## src/rtl/ysyx_24080006_mem_arb.sv

```systemverilog
// ysyx_24080006_mem_arb: arbitrates between two masters, the IFU and the LSU,
// for a single memory port.
// Only one transaction is in flight at a time. The FSM runs IDLE -> REQ -> RSP -> IDLE.
// Optional feature: define YSYX_24080006_ARB_RR_EN to use round-robin arbitration
// when both masters request in the same cycle. Without it, the LSU always wins a tie.
module ysyx_24080006_mem_arb #(
  parameter int AW = 32,
  parameter int DW = 32
) (
  input  logic            clock,
  input  logic            reset,
  input  logic            ifu_req_valid,
  output logic            ifu_req_ready,
  input  logic [AW-1:0]   ifu_addr,
  output logic            ifu_rsp_valid,
  input  logic            ifu_rsp_ready,
  input  logic            lsu_req_valid,
  output logic            lsu_req_ready,
  input  logic [AW-1:0]   lsu_addr,
  input  logic            lsu_wen,
  input  logic [DW-1:0]   lsu_wdata,
  input  logic [DW/8-1:0] lsu_wstrb,
  output logic            lsu_rsp_valid,
  input  logic            lsu_rsp_ready,
  output logic [DW-1:0]   rsp_rdata,
  output logic            rsp_err,
  output logic            mem_req_valid,
  input  logic            mem_req_ready,
  output logic [AW-1:0]   mem_addr,
  output logic            mem_wen,
  output logic [DW-1:0]   mem_wdata,
  output logic [DW/8-1:0] mem_wstrb,
  input  logic            mem_rsp_valid,
  output logic            mem_rsp_ready,
  input  logic [DW-1:0]   mem_rdata,
  input  logic            mem_err
);

  typedef enum logic [1:0] {
    IDLE = 2'd0,
    REQ  = 2'd1,
    RSP  = 2'd2
  } state_t;

  localparam logic OWN_IFU = 1'b0;
  localparam logic OWN_LSU = 1'b1;

  state_t          state_reg;
  state_t          state_next;
  logic            owner_reg;
  logic [AW-1:0]   addr_reg;
  logic            wen_reg;
  logic [DW-1:0]   wdata_reg;
  logic [DW/8-1:0] wstrb_reg;

  logic            lsu_wins;
  logic            grant_ifu;
  logic            grant_lsu;
  logic            owner_rsp_ready;

`ifdef YSYX_24080006_ARB_RR_EN
  logic            last_grant_reg;

  // Remember the last winner so that a tie goes to the other master.
  always_ff @(posedge clock or posedge reset) begin
    if (reset) begin
      last_grant_reg <= OWN_IFU;
    end else if (grant_lsu) begin
      last_grant_reg <= OWN_LSU;
    end else if (grant_ifu) begin
      last_grant_reg <= OWN_IFU;
    end
  end

  assign lsu_wins = (last_grant_reg == OWN_IFU);
`else
  assign lsu_wins = 1'b1;
`endif

  // State register, plus capture of the granted request into the memory-side registers.
  always_ff @(posedge clock or posedge reset) begin
    if (reset) begin
      state_reg <= IDLE;
      owner_reg <= OWN_IFU;
      addr_reg  <= '0;
      wen_reg   <= 1'b0;
      wdata_reg <= '0;
      wstrb_reg <= '0;
    end else begin
      state_reg <= state_next;
      if (grant_lsu) begin
        owner_reg <= OWN_LSU;
        addr_reg  <= lsu_addr;
        wen_reg   <= lsu_wen;
        wdata_reg <= lsu_wdata;
        wstrb_reg <= lsu_wstrb;
      end else if (grant_ifu) begin
        // Fetches are always reads, so the write fields are cleared.
        owner_reg <= OWN_IFU;
        addr_reg  <= ifu_addr;
        wen_reg   <= 1'b0;
        wdata_reg <= '0;
        wstrb_reg <= '0;
      end
    end
  end

  // Next-state logic, arbitration, and combinational forwarding of the response to its owner.
  always_comb begin
    state_next      = state_reg;
    grant_ifu       = 1'b0;
    grant_lsu       = 1'b0;
    owner_rsp_ready = 1'b0;
    mem_rsp_ready   = 1'b0;
    ifu_rsp_valid   = 1'b0;
    lsu_rsp_valid   = 1'b0;
    rsp_rdata       = '0;
    rsp_err         = 1'b0;
    case (state_reg)
      IDLE: begin
        if (lsu_req_valid && (!ifu_req_valid || lsu_wins)) begin
          grant_lsu = 1'b1;
        end else if (ifu_req_valid) begin
          grant_ifu = 1'b1;
        end
        if (grant_lsu || grant_ifu) begin
          state_next = REQ;
        end
      end
      REQ: begin
        if (mem_req_ready) begin
          state_next = RSP;
        end
      end
      RSP: begin
        owner_rsp_ready = (owner_reg == OWN_LSU) ? lsu_rsp_ready : ifu_rsp_ready;
        mem_rsp_ready   = owner_rsp_ready;
        ifu_rsp_valid   = mem_rsp_valid && (owner_reg == OWN_IFU);
        lsu_rsp_valid   = mem_rsp_valid && (owner_reg == OWN_LSU);
        rsp_rdata       = mem_rdata;
        rsp_err         = mem_err;
        if (mem_rsp_valid && owner_rsp_ready) begin
          state_next = IDLE;
        end
      end
      default: begin
        state_next = IDLE;
      end
    endcase
  end

  // While reset is asserted the FSM sits in IDLE. Mask the grants so a
  // requester never sees ready during that time.
  assign ifu_req_ready = grant_ifu && !reset;
  assign lsu_req_ready = grant_lsu && !reset;

  assign mem_req_valid = (state_reg == REQ);
  assign mem_addr      = addr_reg;
  assign mem_wen       = wen_reg;
  assign mem_wdata     = wdata_reg;
  assign mem_wstrb     = wstrb_reg;

endmodule

```

## config.mk

```make
export PLATFORM = sky130hd
export DESIGN_NAME = ysyx_24080006_mem_arb
export DESIGN_NICKNAME = d
export VERILOG_FILES = /design/src/rtl/ysyx_24080006_mem_arb.sv
export SDC_FILE = /design/constraint.sdc
export NUM_CORES = 1
export LEC_CHECK = 0
export CAP_MARGIN = 20
export CELL_PAD_IN_SITES_DETAIL_PLACEMENT = 2
export CELL_PAD_IN_SITES_GLOBAL_PLACEMENT = 2
export CORE_MARGIN = 5
export CORE_UTILIZATION = 31
export CTS_CLUSTER_DIAMETER = 100
export CTS_CLUSTER_SIZE = 14
export DETAILED_ROUTE_END_ITERATION = 10
export DONT_BUFFER_PORTS = 1
export GPL_TIMING_DRIVEN = 0
export PLACE_DENSITY_LB_ADDON = 0.25
export SLEW_MARGIN = 20
export SYNTH_ARGS = -nofsm -noshare
export SYNTH_HDL_FRONTEND = slang
export SYNTH_SLANG_ARGS = --single-unit
```

## constraint.sdc

```tcl
create_clock -name clock -period 2.3 [get_ports clock]
set_clock_uncertainty 0.05 [all_clocks]
set_input_delay 0.46 -clock clock [delete_from_list [all_inputs] [get_ports clock]]
set_output_delay 0.46 -clock clock [all_outputs]
set_load 0.01 [all_outputs]
```

==> summary.md <==
| Metric | Value |
|---|---|
| Drt total wl | `11.8 mm` |
| Setup TNS | `0 ps` |
| Nets | `450` |
| Syn Nets | `438` |
| Post-Syn Area | `~0.0034 mm2` |
| Hold WC Path Type | `input port to flip-flop` |
| Clock transition at path regs | `approximately 70 ps` |
| Pin count of the biggest net entering global routing | `34` |
| Top-area cell type share of the netlist area | `0.530` |
| Core footprint | `roughly 0.011 mm2` |
| Vias | `about 2,600` |
| Final ANT Viol Nets | `0` |
| CTS tree | `built` |
| Switching share of power | `0.413` |
| Post-Syn Instances | `~300` |
| DP HPWL | `a little over 9 mm` |
| Final min period | `2200 ps` |
| Post-synthesis compound-gate area fraction | `0.313` |
| Rows | `38` |
| Slew margin rel. | `0.491` |
| Register Area | `about 0.0018 mm2` |
| Crit start category | `flip-flop` |
| Congestion Overflow GR | `0` |
| Syn-to-layout area delta | `14.2%` |
| Die span in y | `approximately 110 um` |
| Critical Path Sink Type | `output port` |
| Max cap viols | `0` |
| Final setup violation count | `0` |
| Mux cell area share after synthesis | `0.00295` |
| Leak | `approximately 1.6 nW` |
| Clock latency on the worst-skew pair | `around 350 ps` |
| Max Buffers Root-to-Sink | `2` |
| Yosys warns | `0` |
| XOR/XNOR share of the synthesized area | `0` |
| Seq/Total Area, Yosys | `0.530` |
| Combinational share of power | `0.338` |
| Worst Path Max Fanout | `13` |
| Total CTS buffers | `9` |
| FF+latch count, synth | `72` |
| Port Buffers | `0` |
| Synth top area cells | `dfrtp_1, o22ai_2, a22o_1` |
| Final hold vios | `0` |
| Die width | `~110 um` |
| GR Util All Layers | `0.176` |
| Simple-Gate Fraction of Synth Area | `0.104` |
| I/O pin count | `250` |
| CTS sink cnt | `slightly above 70` |
| Residual DRC | `0` |
| Placer Congestion | `between 0.7 and 0.8` |
| Crit path kind | `flip-flop to output port` |
| VDD IR max | `0.000585 V` |
| Final period util | `0.957` |
| Power Internal | `about 0.0034 W` |
| Util after Layout | `0.359` |
| Status | `finished, final reports clean` |
| First DRT Iteration DRCs | `between 100 and 150` |
| Pwr per Cell Area | `between 1500 and 2000 mW/mm2` |
| Fmax | `around 450 MHz` |
| Slew Limit Fails | `0` |
| Root buf cell | `clkbuf_8` |
| DR pass1 iterations | `4` |
| NetSw | `0.00241 W` |
| Inserted Diodes | `0` |
| Worst Path Required | `around 1800 ps` |
| Syn Area/Cell | `~11 um2` |
| Starting density of the core | `0.315` |
| Share of cells above drive strength 1 | `0.227` |
| H-tree depth | `3` |
| Drt wl/cell | `approximately 26 um` |
| Synth Area in Adders | `0` |
| RSZ-0062 raised after global routing | `no` |
| Slew at the pin closest to its max-slew limit | `between 700 and 800 ps` |
| Filler cells | `about 1,100` |
| Data arrival time of the worst path | `1690 ps` |
| Reg power frac | `0.463` |
| DR vias/cell | `about 5.7` |
| Synth cell types | `29` |
| Die area | `approximately 0.013 mm2` |
| Clock power share | `0.199` |
| Largest family of logic cells by synthesized area | `compound AO/OA/AOI/OAI gates` |
| Buffer count from post-CTS setup fixing | `0` |
| Initial antenna violation count | `0` |
| Area of the multi-input gates | `between 0.001 and 0.0015 mm2` |
| First-pass GRT wire length | `between 15 and 20 mm` |
| Vias in the first global route | `3,036` |
| Yosys top cell by area | `dfrtp_1` |
## per-stage QoR
step                instance area (um2)  instances  total power, W  setup slack, ps  hold WS [ps]
floorplan                          3400        296         0.00411              370           452
global placement                   3580        436         0.00462              178           491
detailed placement                 3620        438         0.00474              167           346
CTS                                3880        453         0.00595             30.0           127
global route                       3880        453         0.00623             7.65           125
finish                             3880        453         0.00584             98.7           152
## synth_stat cells
| cell | count |
|---|---|
| dfrtp_1 | 72 |
| a22o_1 | 39 |
| and2_1 | 33 |
| o22ai_1 | 30 |
| a21oi_1 | 29 |
| o22ai_2 | 28 |
| buf_2 | 15 |
| clkbuf_1 | 11 |
| nand2_1 | 7 |
| buf_6 | 3 |
| nor2_1 | 3 |
| buf_1 | 2 |
| inv_1 | 2 |
| nand3b_1 | 2 |
| nor2b_1 | 2 |
| nor3_1 | 2 |
| o21ai_0 | 2 |
| o21ai_1 | 2 |
| or3b_1 | 2 |
| a211oi_1 | 1 |
| and3_1 | 1 |
| inv_2 | 1 |
| mux2i_1 | 1 |
| nand2b_1 | 1 |
| nor2_2 | 1 |
| nor3_2 | 1 |
| nor3_4 | 1 |
| nor4b_1 | 1 |
| o221a_1 | 1 |
## cells in the final DEF, fill, tap and decap left out, types with 2 or more instances in the layout
cell type,instances
o22ai_1,30
buf_6,3
nor3_1,2
nor2_1,2
o21ai_1,2
clkinvlp_4,2
buf_2,11
a22o_1,39
o22ai_2,28
and2_1,33
bufinv_16,2
or3b_1,2
clkbuf_1,9
nand2_1,7
clkbuf_2,3
nor3_4,2
nand3b_1,2
o21ai_0,2
a21oi_1,29
dfrtp_1,72
buf_1,2
clkbuf_8,11
buf_4,2
## power by group through the flow
stage / logic (W) / registers, W / clock network [W]
after global placement: 0.00190 / 0.00272 / 0
after global routing: 0.00219 / 0.00278 / 0.00126
after CTS: 0.00202 / 0.00272 / 0.00120
after floorplan: 0.00158 / 0.00252 / 0
after detailed placement: 0.00201 / 0.00273 / 0
final: 0.00197 / 0.00270 / 0.00116
## path summary, 6_finish.rpt
path / start / to / slack [ps] / depth (start not counted)
max in group asynchronous: reset / mem_wstrb[3] / 1110 / 3
min in group asynchronous: reset / mem_wdata[16] / 570 / 2
setup reg to reg: state_reg[1] / mem_wdata[5] / 510 / 6
setup / recovery: state_reg[1] / ifu_req_ready / 100 / 4
hold reg to reg: owner_reg / owner_reg / 520 / 2
hold / removal: mem_req_ready / state_reg[0] / 150 / 1
## critical path, cell delays in order, from the launching register on
cell and delay (ps):
dfrtp_1 360, buf_4 170, or3b_1 380, buf_4 220
nor3_4 210
## final cells by class
class / count / share of cell area
clock buffer: 12 / 0.0400
timing repair buffer: 3 / 0.0148
sequential: 72 / 0.464
buffer: 29 / 0.0403
multi-input combinational: 190 / 0.372
inverter: 3 / 0.00387
clock inverter: 4 / 0.0197
tap: 140 / 0.0451
## per-layer routing
metal / GRT usage / vias to the layer above / share of wire
met3: 0.0692 / 12 / 0.10
met1: 0.189 / 1294 / 0.37
li1: - / 1138 / -
met4: 0.0681 / 0 / 0.016
met2: 0.310 / 144 / 0.51
met5: 0 / - / 0
## logic make-up (layout without fill, tap and decap cells)
group           count (synthesis)  after routing
compound gates                132            132
flops                          72             72
simple gates                   57             57
buf+inv                        34             51
mux                             1              1
## timing repair
| action | CTS | global route |
|---|---|---|
| hold buffers | 1 | 0 |
| hold endpoints to repair | 18 | 0 |
| pin swaps | 1 | 1 |
| resized for setup | 11 | 0 |
| endpoints found under the setup margin | 31 | 1 |
Power figures use the tool's default switching activity.
